--- src/rtl/ntt_pkg.sv ---
// ntt_pkg: shared widths, FSM states and butterfly address mapping for the NTT layer sequencer.
package ntt_pkg;
    localparam int N = 256;
    localparam int NUM_BF = 128;
    localparam int ADDR_W = 8;
    localparam int TW_W = 7;
    localparam int LAYER_W = 3;
    localparam logic [LAYER_W-1:0] MAX_LAYER = 3'd6;
    localparam logic MODE_GS = 1'b0;
    localparam logic MODE_CT = 1'b1;

    typedef enum logic [1:0] {S_IDLE, S_ISSUE, S_DRAIN, S_DONE} state_t;

    typedef struct packed {
        logic [ADDR_W-1:0] a;
        logic [ADDR_W-1:0] b;
        logic [TW_W-1:0]   tw;
    } bf_addr_t;

    // CT layers shrink the butterfly span as the layer grows; GS layers widen it.
    function automatic bf_addr_t bf_addr(input logic [6:0] k, input logic ct, input logic [LAYER_W-1:0] layer);
        logic [2:0] s;
        logic [ADDR_W-1:0] len, off, grp;
        bf_addr_t r;
        s = (ct == MODE_CT) ? 3'd7 - layer : layer + 3'd1;
        len = ADDR_W'(1) << s;
        off = {1'b0, k} & (len - 8'd1);
        grp = {1'b0, k} >> s;
        r.a = (grp << (4'(s) + 4'd1)) | off;
        r.b = r.a + len;
        r.tw = (ct == MODE_CT) ? TW_W'((8'd1 << layer) + grp) : TW_W'((8'd128 >> layer) - 8'd1 - grp);
        return r;
    endfunction
endpackage

--- src/rtl/ntt_delay_line.sv ---
// ntt_delay_line: fixed-depth shift register with synchronous clear.
module ntt_delay_line #(
    parameter int DEPTH = 1,
    parameter int WIDTH = 1
) (
    input  logic             clk,
    input  logic             rst,
    input  logic [WIDTH-1:0] d,
    output logic [WIDTH-1:0] q
);
    logic [WIDTH-1:0] sr [DEPTH];

    always_ff @(posedge clk) begin
        if (rst) begin
            sr <= '{default: '0};
        end else begin
            sr[0] <= d;
            for (int i = 1; i < DEPTH; i++) sr[i] <= sr[i-1];
        end
    end

    assign q = sr[DEPTH-1];
endmodule

--- src/rtl/ntt_layer_sequencer.sv ---
// ntt_layer_sequencer: issues one NTT/INTT layer of butterfly reads and retimed write-backs.
module ntt_layer_sequencer
    import ntt_pkg::*;
#(
    parameter int RD_LAT = 1,
    parameter int BF_LAT = 4
) (
    input  logic               clk,
    input  logic               rst,
    input  logic               start,
    input  logic               ct,
    input  logic [LAYER_W-1:0] layer,
    output logic               busy,
    output logic               done,
    output logic               ct_mode,
    output logic               rd_en,
    output logic [ADDR_W-1:0]  rd_addr_a,
    output logic [ADDR_W-1:0]  rd_addr_b,
    output logic [TW_W-1:0]    tw_addr,
    output logic               bf_valid,
    output logic               wr_en,
    output logic [ADDR_W-1:0]  wr_addr_a,
    output logic [ADDR_W-1:0]  wr_addr_b
);
    localparam int LAT = RD_LAT + BF_LAT;
    localparam int DW = $clog2(LAT + 1);

    state_t state, state_d;
    logic [6:0] k, k_d;
    logic [DW-1:0] dcnt, dcnt_d;
    logic ct_d, issue_d;
    logic [LAYER_W-1:0] layer_r, layer_d;
    bf_addr_t nxt;

    always_comb begin
        state_d = state;
        k_d = k;
        dcnt_d = dcnt;
        ct_d = ct_mode;
        layer_d = layer_r;
        issue_d = 1'b0;
        case (state)
            S_IDLE: if (start && layer <= MAX_LAYER) begin
                state_d = S_ISSUE;
                k_d = '0;
                ct_d = ct;
                layer_d = layer;
                issue_d = 1'b1;
            end
            S_ISSUE: if (k == 7'(NUM_BF - 1)) begin
                state_d = S_DRAIN;
                dcnt_d = '0;
            end else begin
                k_d = k + 7'd1;
                issue_d = 1'b1;
            end
            // Wait out the read + butterfly pipeline so the last write lands before DONE.
            S_DRAIN: if (dcnt == DW'(LAT - 1)) state_d = S_DONE;
                     else dcnt_d = dcnt + 1'b1;
            S_DONE: state_d = S_IDLE;
            default: state_d = S_IDLE;
        endcase
    end

    assign nxt = bf_addr(k_d, ct_d, layer_d);

    always_ff @(posedge clk) begin
        if (rst) begin
            state <= S_IDLE;
            k <= '0;
            dcnt <= '0;
            ct_mode <= 1'b0;
            layer_r <= '0;
            rd_en <= 1'b0;
            rd_addr_a <= '0;
            rd_addr_b <= '0;
            tw_addr <= '0;
        end else begin
            state <= state_d;
            k <= k_d;
            dcnt <= dcnt_d;
            ct_mode <= ct_d;
            layer_r <= layer_d;
            rd_en <= issue_d;
            rd_addr_a <= nxt.a;
            rd_addr_b <= nxt.b;
            tw_addr <= nxt.tw;
        end
    end

    assign busy = (state == S_ISSUE) || (state == S_DRAIN);
    assign done = (state == S_DONE);

    ntt_delay_line #(.DEPTH(LAT), .WIDTH(1 + 2 * ADDR_W)) u_wr_dly (
        .clk(clk),
        .rst(rst),
        .d({rd_en, rd_addr_a, rd_addr_b}),
        .q({wr_en, wr_addr_a, wr_addr_b})
    );

    ntt_delay_line #(.DEPTH(RD_LAT), .WIDTH(1)) u_bv_dly (
        .clk(clk),
        .rst(rst),
        .d(rd_en),
        .q(bf_valid)
    );
endmodule

--- config.mk ---
export PLATFORM = sky130hd
export DESIGN_NAME = ntt_layer_sequencer
export DESIGN_NICKNAME = d
export VERILOG_FILES = /design/src/rtl/ntt_pkg.sv /design/src/rtl/ntt_delay_line.sv /design/src/rtl/ntt_layer_sequencer.sv
export SDC_FILE = /design/constraint.sdc
export NUM_CORES = 1
export LEC_CHECK = 0
export BUFFER_PORTS_ARGS = -buffer_cell sky130_fd_sc_hd__buf_2
export CORE_MARGIN = 2
export CORE_UTILIZATION = 60
export DETAILED_ROUTE_END_ITERATION = 16
export GPL_TIMING_DRIVEN = 0
export HOLD_SLACK_MARGIN = 0.03
export PLACE_DENSITY_LB_ADDON = 0.2
export SLEW_MARGIN = 30
export SYNTH_ARGS = -nofsm -noshare
export SYNTH_HDL_FRONTEND = slang
export SYNTH_HIERARCHICAL = 1
export SYNTH_SLANG_ARGS = --single-unit
--- constraint.sdc ---
create_clock -name clk -period 12.7 [get_ports clk]
set_clock_uncertainty 0.2 [all_clocks]
set_input_delay 1.905 -clock clk [delete_from_list [all_inputs] [get_ports clk]]
set_output_delay 1.905 -clock clk [all_outputs]
set_load 0.01 [all_outputs]
==> impl_summary.txt, run 1 <==
----------------------------------------------------
[Synthesis]
  Most used DFF post-synth ... sky130_fd_sc_hd__dfxtp_1
  Synth Instances ... between 500 and 600
  Net count of the mapped netlist ... between 600 and 700
  Asr flop ratio synth ... 0
  Seq/Total Area, Yosys ... 0.442
  Flop and latch count out of synthesis ... roughly 130
  Main area contributors after synthesis ... sky130_fd_sc_hd__dfxtp_1, sky130_fd_sc_hd__nor2b_1, sky130_fd_sc_hd__ha_1, sky130_fd_sc_hd__nor2_1, sky130_fd_sc_hd__buf_4
  Netlist Area Pre-Place ... between 0.005 and 0.006 mm^2
  Unique masters post-synth ... slightly above 70
  Number of flops mapped to enable cells by yosys ... 0
  Count of warnings emitted by yosys ... 6
  Post-synth top area share ... 0.442
  Per-instance average area after synthesis ... between 9 and 10 um^2
  Yosys top cell by area ... sky130_fd_sc_hd__dfxtp_1

[Clock network]
  Postcts setup bufs ... 0
  CTS Hold Buffers Added ... 0
  CTS H-tree lvls ... 4
  Clock network latency to the later pin of the worst-skew pair ... about 0.51 ns
  CTS clock-pin slew for the worst setup and hold paths ... 0.07 ns
  Number of clock sinks seen by CTS ... between 100 and 150
  CTS Root Cell ... sky130_fd_sc_hd__clkbuf_8
  Max clock buf depth ... 2
  CTS tree ... yes
  Post-CTS sizing ... 0
  Number of buffers added by the clock tree synthesis step ... 17

[STA]
  Setup tns final ... 0 ns
  Setup repair after global routing missed its margin ... no
  Achievable clock frequency ... around 140 MHz
  Post-route worst setup slack ... roughly 5.6 ns
  Max Slew Vio Count ... 0
  Min Clock Period, post-route ... between 7 and 8 ns
  Headroom to the max-slew limit ... 0.462
  Ratio of final minimum period to clock period ... 0.556
  Worst Max-Slew Pin Slew ... roughly 0.81 ns
  Count of endpoints failing hold in the final timing report ... 0
  Count of endpoints failing setup in the final report ... 0

[Detailed routing]
  Remaining DRCs ... 0
  1st-iter DRT viols ... ~220
  Avg Vias per Cell ... around 5.4
  Antenna viol nets, final ... 0
  Routed length per instance ... roughly 16 um
  Total wire length after detailed routing ... between 10000 and 15000 um
  Vias after detailed routing ... roughly 4400
  Detailed Routing Iterations Pass 1 ... 5

[Layout]
  Commonest non-fill, non-tap cells in the layout ... sky130_fd_sc_hd__dfxtp_1, sky130_fd_sc_hd__nor2b_1, sky130_fd_sc_hd__buf_2
  # diodes ... 0
  Post-route standard cell area excluding fillers ... ~0.0067 mm^2
  Area of the multi-input gates ... 0.00282 mm^2
  Sequential cell area in the final layout ... roughly 0.0025 mm^2
  NumNets Final ... between 700 and 800
  Share of cells above drive strength 1 ... 0.218
  Layout Area Growth over Synthesis ... 17.1%
  Fill count ... approximately 700
  Most common library cell in the layout ignoring fill and taps ... sky130_fd_sc_hd__dfxtp_1

[Floorplan]
  Std cell rows ... 35
  Die width ... just over 100 um
  Area of the die ... between 0.01 and 0.015 mm^2
  Core box area ... approximately 0.0092 mm^2
  Starting utilization of the core area ... 0.618
  DIE HEIGHT ... just over 100 um
  Number of top-level pins ... 52

[Place]
  Half-perimeter wire length of the detailed placement result ... 9110 um
  Placed inst area ... slightly above 0.006 mm^2
  Worst slack, placed ... 5.22 ns
  Count of buffers inserted at the top-level ports ... 51
  Gpl congestion ... a little over 0.9

[GRT]
  GRT Residual Overflow ... 0
  Pin count of the biggest net entering global routing ... 17
  Number of global-route vias before repair ... 4250
  Number of antenna violations at the first check in global routing ... 0
  Combined global-route utilization of all metal layers ... 0.261
  First-pass GRT wire length ... roughly 21000 um

[Worst setup path]
  Data required time at the worst endpoint ... approximately 13 ns
  Critical path peak fanout ... 10
  Crit path capture type ... flop
  Worst path arrival time ... around 7.2 ns
  Crit start category ... input pin
  Crit Path Class ... input pin to flop

[Min path]
  Worst min-delay path category ... flop to flop

[Power and ir drop]
  Leakage power total ... 0.00296 uW
  Power density normalized to cell area ... 235 mW/mm^2
  Worst IR Drop VDD ... roughly 0.12 mV

[Run]
  Maximum capacitance violations ... 0

[Outcome]
  Result of the run ... complete, no violations

----------------------------------------------------
## Yosys cell counts, types with 8 or more instances
| master | n |
|---|---|
| sky130_fd_sc_hd__o21ai_0 | 20 |
| sky130_fd_sc_hd__nand2b_1 | 9 |
| sky130_fd_sc_hd__nor2b_1 | 88 |
| sky130_fd_sc_hd__xnor2_1 | 10 |
| sky130_fd_sc_hd__nor2_1 | 44 |
| sky130_fd_sc_hd__inv_1 | 22 |
| sky130_fd_sc_hd__ha_1 | 35 |
| sky130_fd_sc_hd__nand2_1 | 28 |
| sky130_fd_sc_hd__a21oi_1 | 26 |
| sky130_fd_sc_hd__and2_1 | 8 |
| sky130_fd_sc_hd__dfxtp_1 | 126 |
| sky130_fd_sc_hd__nand3_1 | 14 |
| sky130_fd_sc_hd__buf_4 | 19 |
| sky130_fd_sc_hd__nor3_1 | 13 |
## cell families after synthesis
family | count (synthesis) | synth area share
compound gates | 115 | 0.144
xor+xnor | 13 | 0.0200
fa+ha+maj | 38 | 0.0873
buf+inv | 65 | 0.0642
flops | 126 | 0.442
mux | 8 | 0.0153
simple gates | 234 | 0.227
## metrics by stage
| stage | util | total power, uW | instances | hold WS [ns] |
|---|---|---|---|---|
| floorplan | - | 955 | 599 | 0.214 |
| global placement | 0.663 | 1110 | 779 | 0.215 |
| detailed placement | 0.663 | 1120 | 779 | 0.222 |
| CTS | 0.723 | 1570 | 811 | 0.229 |
| global route | 0.723 | 1670 | 811 | 0.250 |
| finish | 0.723 | 1570 | 811 | 0.229 |
## worst max-delay path, stage by stage
cell and delay [ns]:
sky130_fd_sc_hd__buf_2 0.14, sky130_fd_sc_hd__and3_1 0.26, sky130_fd_sc_hd__nor2_1 0.31, sky130_fd_sc_hd__mux2i_1 0.41, sky130_fd_sc_hd__inv_1 0.12, sky130_fd_sc_hd__ha_1 0.23, sky130_fd_sc_hd__ha_1 0.30, sky130_fd_sc_hd__or3_4 0.42
sky130_fd_sc_hd__nand2_2 0.12, sky130_fd_sc_hd__clkbuf_1 0.36, sky130_fd_sc_hd__ha_1 0.34, sky130_fd_sc_hd__clkinv_1 0.33, sky130_fd_sc_hd__a2111oi_2 0.30, sky130_fd_sc_hd__nor2_1 0.15, sky130_fd_sc_hd__inv_1 0.09, sky130_fd_sc_hd__ha_1 0.22
sky130_fd_sc_hd__a21o_1 0.20, sky130_fd_sc_hd__a211oi_1 0.32, sky130_fd_sc_hd__o21ai_0 0.15, sky130_fd_sc_hd__o211ai_1 0.13, sky130_fd_sc_hd__xor2_1 0.21, sky130_fd_sc_hd__nand2b_1 0.13, sky130_fd_sc_hd__mux2i_1 0.09
## final cells by class
class,instances,area share
plain buffers,38,0.0397
multi-input cells,408,0.422
inverters,27,0.0152
flip-flops and latches,126,0.377
clock buffers,17,0.0620
repair buffers,51,0.0382
clock inverters,15,0.0217
well taps,129,0.0242
## power by group
group | switching [uW] | internal (uW)
Combinational | 402 | 256
Sequential | 20.8 | 442
Clock | 201 | 250
## layer usage
metal / vias up / GRT usage / routed length [um]
li1: 2176 / - / -
met1: 2041 / 0.328 / 5670
met2: 118 / 0.455 / 6330
met3: 16 / 0.0587 / 535
met4: 0 / 0.0644 / 141
met5: - / 0 / 0
## sequential cells by signal, summed over array words and instances (netlist names)
register / flops
rd_addr_a: 8
ct_mode: 1
k: 7
u_bv_dly/q: 1
state: 2
u_wr_dly/q: 17
u_wr_dly/sr: 68
layer_r: 3
tw_addr: 7
rd_addr_b: 8
rd_en: 1
dcnt: 3
## path summary, 6_finish.rpt
path,startpoint,end,slack [ns],cells past startpoint
max,layer[1],rd_addr_b[7],5.64,23
min,u_wr_dly/sr[46],u_wr_dly/sr[29],0.23,1
max reg2reg,state[0],rd_addr_b[7],6.42,24
min reg2reg,u_wr_dly/sr[46],u_wr_dly/sr[29],0.23,1
No activity file was read; power rests on OpenSTA's default activity.
==> inputs of run 2 (changes only) <==
--- a/config.mk
+++ b/config.mk
@@ -5,9 +5,10 @@
 export SDC_FILE = /design/constraint.sdc
 export NUM_CORES = 1
 export LEC_CHECK = 0
+export ABC_AREA = 1
 export BUFFER_PORTS_ARGS = -buffer_cell sky130_fd_sc_hd__buf_2
 export CORE_MARGIN = 2
-export CORE_UTILIZATION = 60
+export CORE_UTILIZATION = 59
 export DETAILED_ROUTE_END_ITERATION = 16
 export GPL_TIMING_DRIVEN = 0
 export HOLD_SLACK_MARGIN = 0.03
==> constraint.sdc (replaced) <==
create_clock -name clk -period 6.61 [get_ports clk]
set_clock_uncertainty 0.2 [all_clocks]
set_input_delay 0.9915 -clock clk [delete_from_list [all_inputs] [get_ports clk]]
set_output_delay 0.9915 -clock clk [all_outputs]
set_load 0.01 [all_outputs]
==> run 2 against run 1 <==
- area after synthesis fell by 0.37%
- via count up 9.4%
- clock-buffer cell count rose by 1
- flip-flop and latch count unchanged
==> impl_summary.txt, run 2 <==
----------------------------------------------------
[Outcome]
  Result of the run ... complete, no violations

[Layout]
  Layout Area Growth over Synthesis ... 17.9%
  Cell Count, Final, Fillers Out ... 966 (+19%)
  Number of flip-flops under the largest register name ... 68 (unchanged)
  Register ranked first by flip-flop count ... u_wr_dly/sr
  NumNets Final ... 869 (+22%)
  Share of cells above drive strength 1 ... 0.170 (-0.0488)
  Most common library cell in the layout ignoring fill and taps ... sky130_fd_sc_hd__inv_1
  Commonest non-fill, non-tap cells in the layout ... sky130_fd_sc_hd__inv_1, sky130_fd_sc_hd__nor2_1, sky130_fd_sc_hd__dfxtp_1
  Post-route standard cell area excluding fillers ... 0.00670 mm^2 (+0.28%)
  # diodes ... 0 (unchanged)

[Worst setup path]
  Worst path arrival time ... 5.95 ns (-1.29 ns)
  Peak per-stage delay on the critical path ... 0.37 ns (-0.05 ns)
  Standard cell with the maximum stage delay on the critical path ... sky130_fd_sc_hd__o21ai_2
  Crit Path Class ... flop to flop
  Critical path peak fanout ... 11 (+1)
  Top Family by Delay on Critical Path ... simple AND/OR/NAND/NOR gates
  CP Buf/Inv Count ... 7 (+2)
  Crit path capture type ... flop
  Most numerous cell on the critical path ... sky130_fd_sc_hd__nor2_1
  Data required time at the worst endpoint ... 6.81 ns (-6.07 ns)
  Crit start category ... flop

[Clock network]
  CTS H-tree lvls ... 4 (unchanged)
  Post-CTS sizing ... 0 (unchanged)
  CTS Hold Buffers Added ... 0 (unchanged)
  Max clock buf depth ... 2 (unchanged)
  Postcts setup bufs ... 0 (unchanged)
  Number of buffers added by the clock tree synthesis step ... 17 (unchanged)
  CTS tree ... yes
  Number of clock sinks seen by CTS ... 126 (unchanged)
  Clock network latency to the later pin of the worst-skew pair ... 0.51 ns (about the same)
  CTS Root Cell ... sky130_fd_sc_hd__clkbuf_8
  CTS clock-pin slew for the worst setup and hold paths ... 0.06 ns (about the same)

[Detailed routing]
  Routed length per instance ... 12.9 um (-18%)
  Detailed Routing Iterations Pass 1 ... 5 (unchanged)
  Antenna viol nets, final ... 0 (unchanged)
  Routed length on met2 ... 6740 um (+6.5%)
  Remaining DRCs ... 0 (unchanged)
  1st-iter DRT viols ... 206 (-4.2%)
  Vias after detailed routing ... 4761 (+9.4%)
  Total wire length after detailed routing ... 12400 um (-1.9%)
  Top sig layer ... met4
  Avg Vias per Cell ... 4.93 (-8.1%)
  Post-route met1 wirelength ... 5020 um (-12%)
  Total met3 wirelength after detailed routing ... 427 um (-20%)

[Synthesis]
  Flop and latch count out of synthesis ... 126 (unchanged)
  Top cells by count, synth ... sky130_fd_sc_hd__inv_1, sky130_fd_sc_hd__nor2_1, sky130_fd_sc_hd__dfxtp_1, sky130_fd_sc_hd__nand2_1, sky130_fd_sc_hd__nand3_1
  Most used DFF post-synth ... sky130_fd_sc_hd__dfxtp_1
  Yosys top cell by area ... sky130_fd_sc_hd__dfxtp_1
  Main area contributors after synthesis ... sky130_fd_sc_hd__dfxtp_1, sky130_fd_sc_hd__inv_1, sky130_fd_sc_hd__nor2_1, sky130_fd_sc_hd__ha_1, sky130_fd_sc_hd__nand2_1
  Number of flops mapped to enable cells by yosys ... 0 (unchanged)
  Synth Instances ... 754 (+26%)
  Netlist Area Pre-Place ... 0.00569 mm^2 (-0.37%)
  Net count of the mapped netlist ... 799 (+24%)
  Post-synth top area share ... 0.444 (+0.00165)
  Count of warnings emitted by yosys ... 6 (unchanged)
  Unique masters post-synth ... 41 (-43%)
  Asr flop ratio synth ... 0 (unchanged)
  Seq/Total Area, Yosys ... 0.444 (+0.00165)
  Most used standard cell by instance count after synthesis ... sky130_fd_sc_hd__inv_1
  Per-instance average area after synthesis ... 7.54 um^2 (-21%)

[Floorplan]
  Area of the die ... 0.0104 mm^2 (+1.3%)
  Number of top-level pins ... 52 (unchanged)
  Std cell rows ... 35 (unchanged)
  Die width ... 102 um (+0.63%)
  DIE HEIGHT ... 102 um (+0.63%)
  Starting utilization of the core area ... 0.612 (-0.00520)
  Core box area ... 0.00928 mm^2 (+0.47%)

[Power and ir drop]
  Power density normalized to cell area ... 479 mW/mm^2 (+100%)
  Total power after layout ... 3210 uW (+100%)
  Leakage power total ... 0.00332 uW (+12%)
  Worst IR Drop VDD ... 0.259 mV (+120%)

[STA]
  Count of endpoints failing setup in the final report ... 0 (unchanged)
  Min Clock Period, post-route ... between 5 and 6 ns
  Setup tns final ... 0 ns (unchanged)
  Hold_ws ... 0.198 ns (-0.0309 ns)
  Worst Max-Slew Pin Slew ... 0.661 ns (-0.146 ns)
  Ratio of final minimum period to clock period ... 0.869
  Headroom to the max-slew limit ... 0.559 (+0.0970)
  Max Slew Vio Count ... 0 (unchanged)
  Achievable clock frequency ... around 170 MHz
  Count of endpoints failing hold in the final timing report ... 0 (unchanged)
  Setup repair after global routing missed its margin ... no

[GRT]
  Number of global-route vias before repair ... 4610 (+8.5%)
  GRT Residual Overflow ... 0 (unchanged)
  Number of antenna violations at the first check in global routing ... 1 (+1)
  Pin count of the biggest net entering global routing ... 17 (unchanged)
  First-pass GRT wire length ... 20800 um (+0.33%)
  Combined global-route utilization of all metal layers ... 0.259 (-0.00250)

[Place]
  Half-perimeter wire length of the detailed placement result ... 8770 um (-3.7%)
  Count of buffers inserted at the top-level ports ... 51 (unchanged)
  Placed inst area ... 0.00610 mm^2 (-0.35%)
  Gpl congestion ... 0.920 (-0.17%)
  Placed cell count ... 934 (+20%)

[Min path]
  Worst min-delay path category ... flop to flop

[Run]
  Maximum capacitance violations ... 0 (unchanged)

----------------------------------------------------
## run 2: worst paths after layout
path | from | end | slack, ns | depth (start not counted)
max | state[0] | rd_addr_b[7] | 0.86 | 32
min | u_wr_dly/sr[63] | u_wr_dly/sr[46] | 0.20 | 2
max reg2reg | state[0] | rd_addr_b[7] | 0.86 | 32
min reg2reg | u_wr_dly/sr[63] | u_wr_dly/sr[46] | 0.20 | 2
## run 2: final cells by class
type / instances / area (um^2)
fillers: 744 / 2580
multi-input cells: 442 / 2370
flip-flops and latches: 126 / 2520
inverters: 152 / 571
plain buffers: 34 / 223
well taps: 129 / 161
clock inverters: 14 / 181
repair buffers: 51 / 255
clock buffers: 18 / 418
## run 2: logic make-up (layout without fill, tap and decap cells)
kind of cell	count (synthesis)	after routing	share of synthesized area
simple gates	322	322	0.246
buf+inv	186	269	0.140
flops	126	126	0.444
compound gates	78	78	0.0770
fa+ha+maj	38	38	0.0876
xor+xnor	4	4	0.00616
## run 2: metal layers
metal / vias up / GRT usage
li1: 2426 / -
met2: 105 / 0.494
met4: 0 / 0.0800
met3: 20 / 0.0609
met1: 2210 / 0.281
met5: - / 0
## run 2: worst reg2reg max path, delay by kind of cell, from the launching register on
kind / cells / cell delay, ns
AOI/OAI and AO/OA: 3 / 0.78
xor gates and xnor gates: 1 / 0.25
adders and majority gates: 4 / 1.13
buffers and inverters: 7 / 1.17
DFF: 1 / 0.33
and+or+nand+nor: 17 / 1.75
## run 2: per-stage QoR
stage	setup slack (ns)	utilization
floorplan	1.43	-
global placement	0.493	0.657
detailed placement	0.493	0.657
CTS	0.887	0.722
global route	0.270	0.722
finish	0.864	0.722
## run 2: power breakdown
part,switching (uW),internal [uW],total (uW)
Combinational,886,456,1340
Clock,360,582,942
Sequential,47.6,877,924
==> inputs of run 3 (changes only) <==
--- a/config.mk
+++ b/config.mk
@@ -5,7 +5,6 @@
 export SDC_FILE = /design/constraint.sdc
 export NUM_CORES = 1
 export LEC_CHECK = 0
-export ABC_AREA = 1
 export BUFFER_PORTS_ARGS = -buffer_cell sky130_fd_sc_hd__buf_2
 export CORE_MARGIN = 2
 export CORE_UTILIZATION = 59
@@ -13,6 +12,7 @@
 export GPL_TIMING_DRIVEN = 0
 export HOLD_SLACK_MARGIN = 0.03
 export PLACE_DENSITY_LB_ADDON = 0.2
+export REMOVE_ABC_BUFFERS = 1
 export SLEW_MARGIN = 30
 export SYNTH_ARGS = -nofsm -noshare
 export SYNTH_HDL_FRONTEND = slang
==> run 3 against run 2 <==
- hold slack gained 0.026 ns
- clock power shrank 5.4%
- utilization shrank 2.6 points
- global-route usage shrank 3.2 points
- worst setup slack lost 0.30 ns
- flip-flop and latch count is the same
- final cell count shrank 20%
- critical endpoint unchanged
==> impl_summary.txt, run 3 (same netlist as run 1, synthesis figures left out) <==
----------------------------------------------------
[Floorplan]
  Area of the die ... 0.0105 mm^2 (+0.36%)
  Std cell rows ... 35 (unchanged)
  Starting utilization of the core area ... 0.612 (about the same)
  Core box area ... 0.00933 mm^2 (+0.47%)
  Die width ... 102 um (+0.18%)
  DIE HEIGHT ... 102 um (+0.18%)
  Number of top-level pins ... 52 (unchanged)

[Layout]
  Fill count ... 730 (-1.9%)
  Commonest non-fill, non-tap cells in the layout ... sky130_fd_sc_hd__dfxtp_1, sky130_fd_sc_hd__nor2b_1, sky130_fd_sc_hd__buf_2
  Layout Area Growth over Synthesis ... 13.8%
  Register ranked first by flip-flop count ... u_wr_dly/sr
  NumNets Final ... 679 (-22%)
  # diodes ... 0 (unchanged)
  Most common library cell in the layout ignoring fill and taps ... sky130_fd_sc_hd__dfxtp_1
  Number of flip-flops under the largest register name ... 68 (unchanged)
  Share of cells above drive strength 1 ... 0.190 (+0.0205)

[Detailed routing]
  1st-iter DRT viols ... 210 (+1.9%)
  Detailed Routing Iterations Pass 1 ... 6 (+1)
  Routed length per instance ... 14.5 um (+12%)
  Antenna viol nets, final ... 0 (unchanged)
  Total wire length after detailed routing ... 11200 um (-9.7%)
  Avg Vias per Cell ... 5.47 (+11%)
  Remaining DRCs ... 0 (unchanged)
  Vias after detailed routing ... 4248 (-11%)

[Clock network]
  Number of clock sinks seen by CTS ... 126 (unchanged)
  CTS tree ... yes
  CTS Root Cell ... sky130_fd_sc_hd__clkbuf_8
  Clock network latency to the later pin of the worst-skew pair ... 0.51 ns (about the same)
  CTS clock-pin slew for the worst setup and hold paths ... 0.06 ns (about the same)
  Max clock buf depth ... 2 (unchanged)
  Number of buffers added by the clock tree synthesis step ... 17 (unchanged)
  CTS Hold Buffers Added ... 0 (unchanged)
  CTS H-tree lvls ... 4 (unchanged)

[GRT]
  Combined global-route utilization of all metal layers ... 0.227 (-0.0317)
  GRT Residual Overflow ... 0 (unchanged)
  First-pass GRT wire length ... 18600 um (-11%)
  Number of global-route vias before repair ... 4021 (-13%)
  Pin count of the biggest net entering global routing ... 88 (+71)
  Number of antenna violations at the first check in global routing ... 0 (-1)

[Outcome]
  Result of the run ... complete, no violations

[Min path]
  Hold Path Cell Cnt ... 1 (-1)
  Min-delay src ... u_wr_dly/sr[72]
  Hold path endpoint ... u_wr_dly/sr[55]
  Worst min-delay path category ... flop to flop

[STA]
  Post-route worst setup slack ... 0.563 ns (-0.301 ns)
  Count of endpoints failing hold in the final timing report ... 0 (unchanged)
  Ratio of final minimum period to clock period ... 0.915 (+0.0455)
  Setup repair after global routing missed its margin ... no
  Worst Max-Slew Pin Slew ... 0.720 ns (+0.0594 ns)
  Achievable clock frequency ... 165 MHz (-5.0%)
  Count of endpoints failing setup in the final report ... 0 (unchanged)
  Setup tns final ... 0 ns (unchanged)
  Min Clock Period, post-route ... 6.05 ns (+0.301 ns)
  Headroom to the max-slew limit ... 0.520 (-0.0396)
  Max Slew Vio Count ... 0 (unchanged)

[Place]
  Count of buffers inserted at the top-level ports ... 51 (unchanged)
  Gpl congestion ... 0.941 (+2.3%)
  Half-perimeter wire length of the detailed placement result ... 7370 um (-16%)
  Worst slack, placed ... -0.256 ns (-0.748 ns)

[Worst setup path]
  Crit Path Class ... flop to flop
  Reg2Reg Setup Slack ... 0.56 ns (-0.30 ns)
  WP depth ... 25 (-22%)
  Data required time at the worst endpoint ... 6.80 ns (about the same)
  Worst Reg-to-Reg Cells ... 25 (-22%)
  Peak per-stage delay on the critical path ... 0.42 ns (+0.05 ns)
  Crit path capture type ... flop
  Worst path arrival time ... 6.24 ns (+0.29 ns)
  Standard cell with the maximum stage delay on the critical path ... sky130_fd_sc_hd__mux2i_1
  Critical path peak fanout ... 12 (+1)
  Crit start category ... flop
  Launch instance of the worst register-to-register path ... state[0]
  Most numerous cell on the critical path ... sky130_fd_sc_hd__ha_1
  CP Buf/Inv Count ... 4 (-3)
  Top Family by Delay on Critical Path ... compound AO/OA/AOI/OAI gates
  Endpoint of the most critical register-to-register path ... rd_addr_b[7]

[Power and ir drop]
  Power density normalized to cell area ... 463 mW/mm^2 (-3.3%)
  Sw Pwr ... 1160 uW (-10%)
  Total power after layout ... 3010 uW (-6.2%)
  Clock power share ... 0.296 (+0.002)
  Power share of the combinational group ... 0.409 (-0.009)
  Leakage power total ... 0.00282 uW (-15%)
  Reg power frac ... 0.295 (+0.007)
  Design internal power ... 1850 uW (-3.6%)
  Worst IR Drop VDD ... 0.267 mV (+3.2%)
  Net switching share of the total power ... 0.387 (-0.0165)

[Run]
  Maximum capacitance violations ... 0 (unchanged)

----------------------------------------------------
==> run 3: changes by cell type in the layout (fill, tap and decap cells not counted), moves of 8 or more <==
| cell | previous run | this run |
|---|---|---|
| sky130_fd_sc_hd__inv_1 | 145 | 22 |
| sky130_fd_sc_hd__a21oi_1 | 40 | 26 |
| sky130_fd_sc_hd__nor2b_1 | 0 | 88 |
| sky130_fd_sc_hd__nand2_1 | 103 | 28 |
| sky130_fd_sc_hd__nor2_1 | 143 | 44 |
| sky130_fd_sc_hd__buf_4 | 24 | 2 |
| sky130_fd_sc_hd__xnor2_1 | 2 | 10 |
| sky130_fd_sc_hd__nand2b_1 | 0 | 9 |
| sky130_fd_sc_hd__nor3_1 | 3 | 13 |
| sky130_fd_sc_hd__nand3_1 | 43 | 14 |
==> run 3: final cells by class <==
cell class / count / area [um^2] / area share
inverter: 27 / 101 / 0.0156
tap: 129 / 161 / 0.0249
clock buffer: 18 / 428 / 0.0659
multi-input combinational: 408 / 2830 / 0.436
clock inverter: 14 / 144 / 0.0222
timing repair buffer: 54 / 304 / 0.0468
sequential: 126 / 2520 / 0.388
==> run 3: layer usage <==
metal,up-vias,GRT usage,part of all wire
li1,2110,-,-
met2,128,0.391,0.49
met5,-,0,0
met4,0,0.0841,0.024
met3,30,0.0588,0.041
met1,1980,0.273,0.45
==> run 3: what timing repair did <==
action | CTS | global route
buffers inserted | 0 | 2
endpoints found under the setup margin | 0 | 5
gates resized for setup | 0 | 3
==> run 3: power groups by stage <==
stage | clock [uW] | combinational, uW | sequential, uW
2_1_floorplan | 0 | 873 | 920
3_3_place_gp | 0 | 1170 | 898
3_5_place_dp | 0 | 1190 | 902
4_1_cts | 905 | 1200 | 887
5_1_grt | 945 | 1360 | 896
6_report | 891 | 1230 | 886
==> run 3: how the worst max path moves through the flow <==
stage / start / end
after floorplan: layer[1] / rd_addr_b[7]
after global placement: layer[1] / rd_addr_b[7]
after detailed placement: layer[1] / rd_addr_b[7]
after CTS: state[0] / rd_addr_b[7]
after global routing: state[1] / rd_addr_b[7]
final: state[0] / rd_addr_b[7]
==> run 3: metrics by stage <==
stage / util / hold slack, ns / cells / cell area [um^2]
global route: 0.696 / 0.246 / 776 / 6490
finish: 0.696 / 0.224 / 776 / 6490
global placement: 0.628 / 0.216 / 741 / 5860
floorplan: - / 0.214 / 561 / 5440
detailed placement: 0.632 / 0.222 / 742 / 5890
CTS: 0.693 / 0.231 / 774 / 6460
